--- src/rtl/gray_frame_ctrl.sv ---
// gray_frame_ctrl: sequences RGB pixel fetch, converter feed and gray write-back.
// Ports: clk_i/rst_i, Avalon-MM slave (avs_*), Avalon-MM master (avm_*), conv_*, irq_o.
//
// Slave map: 0 CTRL/STATUS {ERROR,DONE,BUSY}, 1 SRC_BASE, 2 DST_BASE, 3 PIX_COUNT[15:0].
// Pixel i component c is read from SRC_BASE+3i+c; its gray byte goes to DST_BASE+i.
module gray_frame_ctrl #(
    parameter int ADDR_W  = 32,
    parameter int COMP_W  = 10,
    parameter int TIMEOUT = 64
) (
    input  logic              clk_i,
    input  logic              rst_i,
    input  logic [1:0]        avs_address_i,
    input  logic              avs_write_i,
    input  logic              avs_read_i,
    input  logic [31:0]       avs_writedata_i,
    output logic [31:0]       avs_readdata_o,
    output logic [ADDR_W-1:0] avm_address_o,
    output logic              avm_read_o,
    output logic              avm_write_o,
    input  logic              avm_waitrequest_i,
    input  logic [7:0]        avm_readdata_i,
    input  logic              avm_readdatavalid_i,
    output logic [7:0]        avm_writedata_o,
    output logic              conv_start_o,
    output logic [COMP_W-1:0] conv_rgb_o,
    input  logic              conv_valid_i,
    input  logic [7:0]        conv_gray_i,
    output logic              irq_o
);

    localparam int TW = $clog2(TIMEOUT + 1);

    typedef enum logic [3:0] {
        S_IDLE,
        S_RD_REQ,
        S_RD_WAIT,
        S_START,
        S_GAP,
        S_FEED_R,
        S_FEED_G,
        S_FEED_B,
        S_CONV_WAIT,
        S_WR,
        S_FIN
    } state_t;

    state_t state_q;
    state_t state_d;

    logic [31:0]       src_q;
    logic [31:0]       dst_q;
    logic [15:0]       cnt_q;
    logic [15:0]       pix_q;
    logic [1:0]        idx_q;
    logic [COMP_W-1:0] comp_r_q;
    logic [COMP_W-1:0] comp_g_q;
    logic [COMP_W-1:0] comp_b_q;
    logic [7:0]        gray_q;
    logic [TW-1:0]     tmo_q;
    logic              busy_q;
    logic              done_q;
    logic              err_q;
    logic [31:0]       rdata_q;
    logic [31:0]       rdata_d;

    logic              ctrl_wr;
    logic              cfg_wr;
    logic              go;
    logic [15:0]       pix_nxt;
    logic              last_pix;
    logic              tmo_hit;
    logic              rd_cap;
    logic              wr_done;
    logic [ADDR_W-1:0] rd_addr;
    logic [ADDR_W-1:0] wr_addr;

    // GO is only honoured from idle; config writes are frozen during a run.
    assign ctrl_wr  = avs_write_i && (avs_address_i == 2'd0);
    assign go       = ctrl_wr && avs_writedata_i[0] && !busy_q;
    assign cfg_wr   = avs_write_i && (avs_address_i != 2'd0) && !busy_q;

    assign pix_nxt  = pix_q + 16'd1;
    assign last_pix = (pix_nxt == cnt_q);
    assign tmo_hit  = (tmo_q == TW'(TIMEOUT - 1));
    assign rd_cap   = (state_q == S_RD_WAIT) && avm_readdatavalid_i;
    assign wr_done  = (state_q == S_WR) && !avm_waitrequest_i;

    // 3*i built as 2i + i to avoid a multiplier.
    assign rd_addr  = ADDR_W'(src_q)
                    + ADDR_W'({pix_q, 1'b0})
                    + ADDR_W'(pix_q)
                    + ADDR_W'(idx_q);
    assign wr_addr  = ADDR_W'(dst_q) + ADDR_W'(pix_q);

    assign avs_readdata_o = rdata_q;
    assign irq_o          = done_q | err_q;

    always_ff @(posedge clk_i) begin
        if (rst_i) begin
            state_q <= S_IDLE;
        end else begin
            state_q <= state_d;
        end
    end

    // Bus strobes and converter drive are pure state decodes, so a reset
    // silences them on the very next cycle.
    always_comb begin
        state_d         = state_q;
        avm_read_o      = 1'b0;
        avm_write_o     = 1'b0;
        avm_address_o   = '0;
        avm_writedata_o = '0;
        conv_start_o    = 1'b0;
        conv_rgb_o      = '0;
        unique case (state_q)
            S_IDLE: begin
                if (go) begin
                    state_d = (cnt_q == 16'd0) ? S_FIN : S_RD_REQ;
                end
            end
            S_RD_REQ: begin
                avm_read_o    = 1'b1;
                avm_address_o = rd_addr;
                if (!avm_waitrequest_i) begin
                    state_d = S_RD_WAIT;
                end
            end
            S_RD_WAIT: begin
                if (avm_readdatavalid_i) begin
                    state_d = (idx_q == 2'd2) ? S_START : S_RD_REQ;
                end
            end
            S_START: begin
                conv_start_o = 1'b1;
                state_d      = S_GAP;
            end
            S_GAP: begin
                state_d = S_FEED_R;
            end
            S_FEED_R: begin
                conv_rgb_o = comp_r_q;
                state_d    = S_FEED_G;
            end
            S_FEED_G: begin
                conv_rgb_o = comp_g_q;
                state_d    = S_FEED_B;
            end
            S_FEED_B: begin
                conv_rgb_o = comp_b_q;
                state_d    = S_CONV_WAIT;
            end
            S_CONV_WAIT: begin
                if (conv_valid_i) begin
                    state_d = S_WR;
                end else if (tmo_hit) begin
                    state_d = S_IDLE;
                end
            end
            S_WR: begin
                avm_write_o     = 1'b1;
                avm_address_o   = wr_addr;
                avm_writedata_o = gray_q;
                if (!avm_waitrequest_i) begin
                    state_d = last_pix ? S_FIN : S_RD_REQ;
                end
            end
            S_FIN: begin
                state_d = S_IDLE;
            end
            default: begin
                state_d = S_IDLE;
            end
        endcase
    end

    always_comb begin
        rdata_d = '0;
        unique case (avs_address_i)
            2'd0:    rdata_d = {29'd0, err_q, done_q, busy_q};
            2'd1:    rdata_d = src_q;
            2'd2:    rdata_d = dst_q;
            default: rdata_d = {16'd0, cnt_q};
        endcase
    end

    // Later assignments win: status set events take priority over a
    // simultaneous host clear.
    always_ff @(posedge clk_i) begin
        if (rst_i) begin
            src_q    <= '0;
            dst_q    <= '0;
            cnt_q    <= '0;
            pix_q    <= '0;
            idx_q    <= '0;
            comp_r_q <= '0;
            comp_g_q <= '0;
            comp_b_q <= '0;
            gray_q   <= '0;
            tmo_q    <= '0;
            busy_q   <= 1'b0;
            done_q   <= 1'b0;
            err_q    <= 1'b0;
            rdata_q  <= '0;
        end else begin
            if (cfg_wr) begin
                unique case (avs_address_i)
                    2'd1:    src_q <= avs_writedata_i;
                    2'd2:    dst_q <= avs_writedata_i;
                    default: cnt_q <= avs_writedata_i[15:0];
                endcase
            end
            if (ctrl_wr && avs_writedata_i[1]) begin
                done_q <= 1'b0;
            end
            if (ctrl_wr && avs_writedata_i[2]) begin
                err_q <= 1'b0;
            end
            if (go) begin
                done_q <= 1'b0;
                err_q  <= 1'b0;
                busy_q <= 1'b1;
                pix_q  <= '0;
                idx_q  <= '0;
            end
            if (rd_cap) begin
                unique case (idx_q)
                    2'd0:    comp_r_q <= COMP_W'(avm_readdata_i);
                    2'd1:    comp_g_q <= COMP_W'(avm_readdata_i);
                    default: comp_b_q <= COMP_W'(avm_readdata_i);
                endcase
                idx_q <= (idx_q == 2'd2) ? 2'd0 : idx_q + 2'd1;
            end
            if (state_q == S_FEED_B) begin
                tmo_q <= '0;
            end
            if (state_q == S_CONV_WAIT) begin
                if (conv_valid_i) begin
                    gray_q <= conv_gray_i;
                end else if (tmo_hit) begin
                    err_q  <= 1'b1;
                    busy_q <= 1'b0;
                end else begin
                    tmo_q <= tmo_q + TW'(1);
                end
            end
            if (wr_done) begin
                pix_q <= pix_nxt;
            end
            if (state_q == S_FIN) begin
                done_q <= 1'b1;
                busy_q <= 1'b0;
            end
            if (avs_read_i) begin
                rdata_q <= rdata_d;
            end
        end
    end

endmodule

--- config.mk ---
export PLATFORM = sky130hd
export DESIGN_NAME = gray_frame_ctrl
export DESIGN_NICKNAME = d
export VERILOG_FILES = /design/src/rtl/gray_frame_ctrl.sv
export SDC_FILE = /design/constraint.sdc
export NUM_CORES = 1
export LEC_CHECK = 0
export CAP_MARGIN = 20
export CORE_MARGIN = 5
export CORE_UTILIZATION = 40
export CTS_BUF_LIST = sky130_fd_sc_hd__clkbuf_16
export DETAILED_ROUTE_END_ITERATION = 10
export DONT_BUFFER_PORTS = 1
export GPL_TIMING_DRIVEN = 0
export SLEW_MARGIN = 30
export SYNTH_ARGS = -nofsm -noshare
export SYNTH_HDL_FRONTEND = slang
export SYNTH_SLANG_ARGS = --single-unit
--- constraint.sdc ---
create_clock -name clk_i -period 8.75 [get_ports clk_i]
set_input_delay 1.3125 -clock clk_i [delete_from_list [all_inputs] [get_ports clk_i]]
set_output_delay 1.3125 -clock clk_i [all_outputs]
set_load 0.01 [all_outputs]
## Word level (Yosys, flattened, before mapping)

Cells that the tools add are included.

- Word-level logic and storage cells: 114
- Input port bits: 57
- Flip-flop bits (word level): 176

- Add/sub/neg operators: 7
- Reductions and logical operators: 30
- Bitwise logic cells: 3
- Multiplexer cells: 38
- Equal/unequal tests: 21

Operator list:

| cell | count |
|---|---|
| 32-bit case mux with 3 select lines | 1 |
| 32-bit by 16-bit adder with 32-bit output | 2 |
| 32-bit case mux with 2 select lines | 1 |
| 4-bit case mux with 10 select lines | 1 |
| 32-bit by 17-bit adder with 32-bit output | 1 |
| 32-bit by 2-bit adder with 32-bit output | 1 |
| 16-bit 2-to-1 mux | 2 |
| 4-bit 2-to-1 mux | 8 |
| 7-bit 2-to-1 mux | 4 |
| 8-bit case mux with 3 select lines | 1 |
| 16-bit by 1-bit adder with 16-bit output (second input constant) | 1 |
| 16-bit == test | 1 |
| 4-bit by 3-bit == test with 1-bit output (second input constant) | 4 |
| 16-bit zero test | 1 |
| 1-bit 2-to-1 mux | 15 |
| 2-bit AND reduction | 7 |
| 4-bit == test (second input constant) | 3 |
| 1-bit logical AND | 9 |
| 4-bit by 2-bit == test with 1-bit output (second input constant) | 2 |
| 2-bit 2-to-1 mux | 4 |
| 8-bit 2-to-1 mux | 1 |
| 2-bit inequality test (second input constant) | 4 |
| 7-bit by 1-bit adder with 7-bit output (second input constant) | 1 |
| 7-bit by 6-bit == test with 1-bit output (second input constant) | 1 |
| 14 further kinds | 23 |

## Longest topological paths before layout

Gate-level depths: netlist of the first run.

- Depth after elaboration: 8
- Mapped depth: 13

## Worst setup path after synthesis of the first run

OpenSTA, ideal clock, no wires.

- Kind: reg-to-output
- Start: register pix_q[0]
- End: output avm_address_o[31]
- Arrival time: 3.110 ns
- Setup slack: 4.328 ns
- Cell stages (with the launch flop): 14
- Required time: 7.438 ns
- Cell sequence: dfxtp_1 buf_2 inv_1 fa_1 inv_1 ha_1 a21o_1 a21oi_1 o21ai_0 a22o_1 o2111ai_1 nor3_1 xnor2_1 o22ai_1

- Cells in the longest elaborated chain, start to end: 4

Ends and longest elaborated chain:

| element | RTL line | text |
|---|---|---|
| start, declared | 54 | `logic [15:0] pix_q;` |
| start signal, assigned | 249 | `pix_q <= pix_nxt;` |
| 32-bit by 17-bit adder with 32-bit output | 91 | `+ ADDR_W'({pix_q, 1'b0})` |
| 32-bit by 16-bit adder with 32-bit output | 92 | `+ ADDR_W'(pix_q)` |
| 32-bit by 2-bit adder with 32-bit output | 93 | `+ ADDR_W'(idx_q);` |
| 32-bit case mux with 2 select lines (*) | 117 | `unique case (state_q)` |
| end, declared | 18 | `output logic [ADDR_W-1:0] avm_address_o,` |

Every way passes the cells marked *; elsewhere a longest branch is shown, timed or not.

## Final worst setup path of the first run

Same ends and word-level chain as after synthesis.

==> reports/results.ini, run 1 <==
[timing]
final_hold_viol_count=0
finalCritPeriodShare_pct=65.5
hold_slack_ns=0.458
finClkSkew_ns=0.0119
finalSetupViolCount=0
fin_crit_ns=5.73
slew-limit-headroom_pct=39.4
maxSlewViolCount=0
fmaxAchievable_mhz=174
final.setup.tns_ns=0
worst_pin_slew_ns=0.905
rsz0062_at_grt=no

[setup_path]
start_kind=flop
cp_slowest_stage_delay_ns=0.52
cp.required_ns=7.44
critPathArrivalTime_ns=4.42
crit_type=reg -> out
crit_fanout=10
cp_slowest_cell=fa_1
end_kind=output port
cpMostUsedCell=inv_1
crit_chain=buf_2 > inv_1 > fa_1 > inv_1 > ha_1 > a21o_1 > a21oi_1 > o21ai_0 > a22o_1 > o2111ai_1 > nor3_1 > xnor2_1 > o22ai_1

[global_routing]
grt.met3_usage_pct=6.23
grt-ovfl-total=0
grtUsageMet1_pct=31.6
grt_pass1_wl_mm=56.6
antenna_found_initial=0
first_global_vias=9730
grt-busiest-layer=met2
met2_usage_pct=36.9
grt_max_degree=20
track_usage_pct=23.4

[finish]
nets=1555
drive_gt1_share_pct=4.89
syn2layout_area_growth_pct=9.63
diodes=0

[clock_tree]
cts_max_level=4
numCtsBuffers=17
cts_setup_buffers=0
clockRootBuffer=clkbuf_16
cts_hold_buf=0
tritoncts=done
clock_tree.buffer_depth=2
clk_latency_ns=0.44
ctsResizeCount=0
clk_pin_slew_worst_paths_ns=0.08
clock-sinks=176

[synthesis]
ys_seq_area_share_pct=32.3
syn_area_um2=10900
yosysWarnings=0
synthMuxAreaShare_pct=3.97
netlist.area_leader.share_pct=32.3
synth_xor_area_share_pct=6.16
synth_compound_area_share_pct=21.1
synth_fa_ha_area_share_pct=8.12
synth_edf_count=0
ys_ff_latch=176
synth_area_leaders=dfxtp_1, nand2_1, a21oi_1, ha_1, xnor2_1
syn_avg_cell_area_um2=7.69
synth_top_family_by_area=simple AND/OR/NAND/NOR gates
async_reset_ff_share_pct=0
yosysTopAreaCell=dfxtp_1
ys_types=68
synthSimpleGateAreaFrac_pct=23.8
netlist_instances=1418
synth_flop_cell=dfxtp_1

[detailed_routing]
detailedRoute.firstPassIterationCount=5
drc=0
totalWireLength_mm=37.1
vias=10500
drt_iter0_markers=981
drt-vias-per-instance=5.84
postRouteAntennaNets=0
wl_per_cell_um=20.7

[floorplan]
die_y_um=175
core-area_um2=26900
dieArea_um2=30700
initial_core_util_pct=40.6
chipWidth_um=175
fp-row-count=60
pin_count=143

[placed_design]
io_buffer_count=0
place.gp.congestion=0.917
hpwl_mm=28.0

[flow_run]
max_cap_violations=0

[pwr]
max-vdd-ir-drop_mv=0.138
p_leak_nw=4.27
p_per_area_nw_per_um2=157

[status]
outcome=finished clean

[min_path]
hold_class=reg -> reg

-- cell families (layout without fill, tap and decap cells) --
kind of cell / count (synthesis) / count (layout)
buf+inv: 122 / 154
fa+ha+maj: 60 / 60
compound gates: 380 / 380
flops: 176 / 176
other cells: 1 / 2
xor+xnor: 75 / 75
simple gates: 562 / 562
mux: 42 / 42
-- power by group --
group / switching (mW) / leakage [nW] / internal [mW]
Sequential: 0.0235 / 1.42 / 0.821
Clock: 0.395 / 0.294 / 0.414
Combinational: 0.154 / 2.56 / 0.0686
-- layout by cell type (no fill, tap or decap), types with 5 or more instances in the layout --
cell / Yosys / routed
nand2_1: 258 / 258
dfxtp_1: 176 / 176
a21oi_1: 173 / 173
nor2_1: 114 / 114
clkbuf_1: 80 / 80
o21ai_0: 55 / 55
xnor2_1: 50 / 50
nand3_1: 45 / 45
ha_1: 42 / 42
mux2i_1: 32 / 32
o22ai_1: 27 / 27
inv_1: 26 / 26
xor2_1: 24 / 24
nor2b_1: 24 / 24
a22oi_1: 22 / 22
a21o_1: 19 / 19
fa_1: 18 / 18
a22o_1: 17 / 17
clkbuf_16: 0 / 17
nor3_1: 16 / 16
and2_1: 15 / 15
and3_1: 13 / 13
nand2b_1: 12 / 12
nand4_1: 12 / 12
nand3b_1: 10 / 10
mux2_2: 10 / 10
a31oi_1: 9 / 9
nor4_1: 8 / 8
o21bai_1: 7 / 7
o21a_1: 6 / 6
or3_1: 6 / 6
buf_2: 5 / 5
buf_1: 5 / 5
o31ai_1: 5 / 5
a211oi_1: 5 / 5
and4_1: 5 / 5
or4_1: 5 / 5
-- area by class of cell --
type	count	area [um2]
flip-flops and latches	176	3520
multi-input cells	1121	6910
inverters	27	101
well taps	341	427
plain buffers	95	383
fillers	2712	14900
clock inverters	15	195
clock buffers	17	425
-- registers in the layout, summed over array words and instances, names as in the netlist --
name,flops
pix_q,16
comp_b_q,8
src_q,32
comp_r_q,8
state_q,4
done_q,1
busy_q,1
err_q,1
comp_g_q,8
tmo_q,7
cnt_q,16
dst_q,32
gray_q,8
idx_q,2
avs_readdata_o,32
-- path summary, 6_finish.rpt --
kind / start / to / slack (ns) / cells past startpoint
max: pix_q[0] / avm_address_o[31] / 3.02 / 13
max reg2reg: pix_q[0] / state_q[3] / 5.68 / 10
min: comp_b_q[6] / comp_b_q[6] / 0.46 / 2
min reg2reg: comp_b_q[6] / comp_b_q[6] / 0.46 / 2
-- Yosys cell counts, drive strengths merged, types with 14 or more instances --
| library cell | count |
|---|---|
| dfxtp | 176 |
| clkbuf | 81 |
| nand2 | 258 |
| inv | 26 |
| nor3 | 16 |
| nand3 | 47 |
| a22o | 17 |
| and2 | 15 |
| nor2 | 114 |
| xor2 | 24 |
| a22oi | 22 |
| o22ai | 27 |
| nor2b | 24 |
| a21o | 19 |
| buf | 14 |
| ha | 42 |
| o21ai | 59 |
| fa | 18 |
| a21oi | 173 |
| mux2i | 32 |
| xnor2 | 50 |
-- metal layers --
layer  vias to the layer above  share of wire [%]
li1                       5010                  -
met2                       440                 45
met1                      4974                 43
met3                        47                9.7
met5                         -                  0
met4                         0                2.6
-- critical path, delay by kind of cell, from the launching register on --
kind | cells | cell delay (ns)
flops | 1 | 0.47
buf+inv | 3 | 0.47
compound gates | 6 | 1.89
simple gates | 1 | 0.17
xor+xnor | 1 | 0.15
fa+ha+maj | 2 | 0.83
-- metrics by stage --
stage	std cells	total power, mW	util [%]	setup WS [ns]	cell area [um2]
global placement	1760	1.08	42.2	3.55	11300
detailed placement	1760	1.08	42.2	3.58	11300
global route	1792	1.94	44.5	2.85	12000
CTS	1792	1.88	44.5	3.08	12000
floorplan	1419	1.01	-	4.33	10900
finish	1792	1.88	44.5	3.02	12000
Note: power is estimated with default switching activity, not from simulation.
==> run 2, diff against run 1 <==
==> constraint.sdc (replaced) <==
create_clock -name clk_i -period 5.9 [get_ports clk_i]
set_input_delay 0.885 -clock clk_i [delete_from_list [all_inputs] [get_ports clk_i]]
set_output_delay 0.885 -clock clk_i [all_outputs]
set_load 0.01 [all_outputs]
==> results of run 2 <==
The final DEF is identical to that of run 1. Status: finished clean.
Among the figures that moved: setup slack after placement 3.58 ns -> 1.16 ns; setup slack after layout 3.02 ns -> 0.593 ns; register-to-register setup slack 5.68 ns -> 2.83 ns; total power 1.88 mW -> 2.78 mW; worst IR drop on VDD 0.138 mV -> 0.204 mV
==> run 3, diff against run 2 <==
--- a/config.mk
+++ b/config.mk
@@ -12,6 +12,7 @@
 export DETAILED_ROUTE_END_ITERATION = 10
 export DONT_BUFFER_PORTS = 1
 export GPL_TIMING_DRIVEN = 0
+export SKIP_LAST_GASP = 1
 export SLEW_MARGIN = 30
 export SYNTH_ARGS = -nofsm -noshare
 export SYNTH_HDL_FRONTEND = slang
==> results of run 3 <==
The final DEF is identical to that of run 1. Status: finished clean.
Among the figures that moved: setup slack after placement 3.58 ns -> 1.16 ns; setup slack after layout 3.02 ns -> 0.593 ns; register-to-register setup slack 5.68 ns -> 2.83 ns; total power 1.88 mW -> 2.78 mW; worst IR drop on VDD 0.138 mV -> 0.204 mV
==> variant, RTL diff (flow settings as in run 3) <==
Set the parameter `COMP_W` to 5 (it was 10).
--- a/src/rtl/gray_frame_ctrl.sv
+++ b/src/rtl/gray_frame_ctrl.sv
@@ -5,7 +5,7 @@
 // Pixel i component c is read from SRC_BASE+3i+c; its gray byte goes to DST_BASE+i.
 module gray_frame_ctrl #(
     parameter int ADDR_W  = 32,
-    parameter int COMP_W  = 10,
+    parameter int COMP_W  = 5,
     parameter int TIMEOUT = 64
 ) (
     input  logic              clk_i,
Interface: changed (resized conv_rgb_o); port bits go from 143 to 138. No check against the original RTL was run, so the function may have changed too.
==> variant against run 3 <==
- first-iteration DRC count decreased by 7.3%
- wire length shrank 0.68%
- area after synthesis fell by 3.7%
- design area fell by 3.8%
- sequential cell count down 9
- total power rose by 2.3%
- setup slack lost 0.088 ns
- clock skew is essentially flat
- global-route usage grew 1.1 points
- synthesized cell count is 3.2% lower
==> variant: results (changes against run 3) <==
metric	value	unit	change
root_buffer	clkbuf_16		unchanged
cts_buffers	17		unchanged
place.gp.congestion	0.932		was 0.917
hold_class	flop to flop		unchanged
finalNetCount	1508		was 1555
cpLargestDelayFamily	compound AO/OA/AOI/OAI gates		unchanged
synth_warnings	0		unchanged
grt_pass1_wl	56200	um	was 56600 um
drive_gt1_share	3.85	%	was 4.89%
dp.final_hpwl	27900	um	was 28000 um
cp_max_fo	9		was 10
post_cts_buffers	0		unchanged
crit_slowest_cell	dfxtp_1		was fa_1
grt_pass1_vias	9583		was 9730
critPathArrivalTime	4.51	ns	was 4.42 ns
antenna_found_initial	0		unchanged
synth_cell_type_count	69		was 68
antennaDiodeCount	0		unchanged
yosysSeqAreaShare	31.8	%	was 32.3%
leakage	4.35	nW	was 4.27 nW
path_clk_slew	0.08	ns	about the same
async_flop_share	0	%	unchanged
fillers	2689		was 2712
switching_power	0.948	mW	was 0.849 mW
grt_start_max_net_pins	17		was 20
dr.pass1.iters	6		was 5
ys_top_cells_by_count	249 x nand2_1, 167 x dfxtp_1, 164 x a21oi_1		was 258 x nand2_1, 176 x dfxtp_1, 173 x a21oi_1
clk_latency	0.44	ns	about the same
skew	0.0118	ns	was 0.0119 ns
ir_worst_vdd	156	uV	was 204 uV
crit_path_max_incr_delay	0.60	ns	was 0.52 ns
grt_usage	24.5	%	was 23.4%
finalWirelength	36800	um	was 37100 um
post_cts_resized	0		unchanged
port_buffers	0		unchanged
clk_path_buf_depth	2		unchanged
first_iter_violations	909		was 981
routed_via_density	5.86		was 5.84
tightest_slew	1.02	ns	was 0.905 ns
synthTopCellsByArea	dfxtp_1 32%, nand2_1 8.9%, a21oi_1 7.8%		was dfxtp_1 32%, nand2_1 8.9%, a21oi_1 7.9%
fin_tns_setup	0	ns	unchanged
outcome	complete, no violations		unchanged
[variant: tightest hold or removal path, delay by kind of cell (launching register included)]
family          cells  cell delay (ns)
flops               1             0.32
compound gates      1             0.05
simple gates        1             0.05
[variant: cell type report]
cell class | count | share of cell area [%]
clock buffers | 17 | 3.70
clock inverters | 15 | 1.24
flip-flops and latches | 167 | 29.1
inverters | 23 | 0.751
multi-input cells | 1091 | 58.6
well taps | 335 | 3.64
plain buffers | 91 | 3.02
[variant: cell families after synthesis]
group                    count (synthesis)  share of synthesized area (%)
AND/OR/NAND/NOR                        556                           24.4
AO/OA/AOI/OAI                          358                           21.0
flip-flops                             167                           31.8
buffers and inverters                  114                           4.13
XOR/XNOR                                77                           6.42
adder cells (fa/ha/maj)                 60                           8.43
multiplexers                            40                           3.87
[variant: worst paths after layout]
check	from	to	slack [ns]	cells after the start
max	pix_q[0]	avm_address_o[18]	0.51	12
min	comp_g_q[3]	comp_g_q[3]	0.46	2
max reg2reg	state_q[0]	pix_q[9]	2.42	8
min reg2reg	comp_g_q[3]	comp_g_q[3]	0.46	2
[variant: metrics by stage]
step / utilization [%] / std cells / setup WS (ns) / hold WS, ns / area [um^2]
final: 44.3 / 1739 / 0.506 / 0.459 / 11500
after global routing: 44.3 / 1739 / 0.226 / 0.482 / 11500
after CTS: 44.3 / 1739 / 0.549 / 0.461 / 11500
after detailed placement: 42.1 / 1707 / 1.03 / 0.450 / 10900
after global placement: 42.1 / 1707 / 1.03 / 0.444 / 10900
after floorplan: - / 1372 / 1.57 / 0.437 / 10500
[variant: power groups by stage]
stage / Combinational [mW] / Sequential, mW / Clock [mW]
after floorplan: 0.342 / 1.22 / 0
after global placement: 0.507 / 1.23 / 0
after detailed placement: 0.511 / 1.23 / 0
after CTS: 0.514 / 1.21 / 1.13
after global routing: 0.566 / 1.22 / 1.17
final: 0.525 / 1.21 / 1.11
[variant: routing by layer]
metal / wire, um / up-vias / GRT usage [%]
met3: 3250 / 68 / 6.77
met2: 17000 / 396 / 40.1
met1: 15700 / 4877 / 31.9
met5: 0 / - / 0
li1: - / 4857 / -
met4: 828 / 0 / 6.87
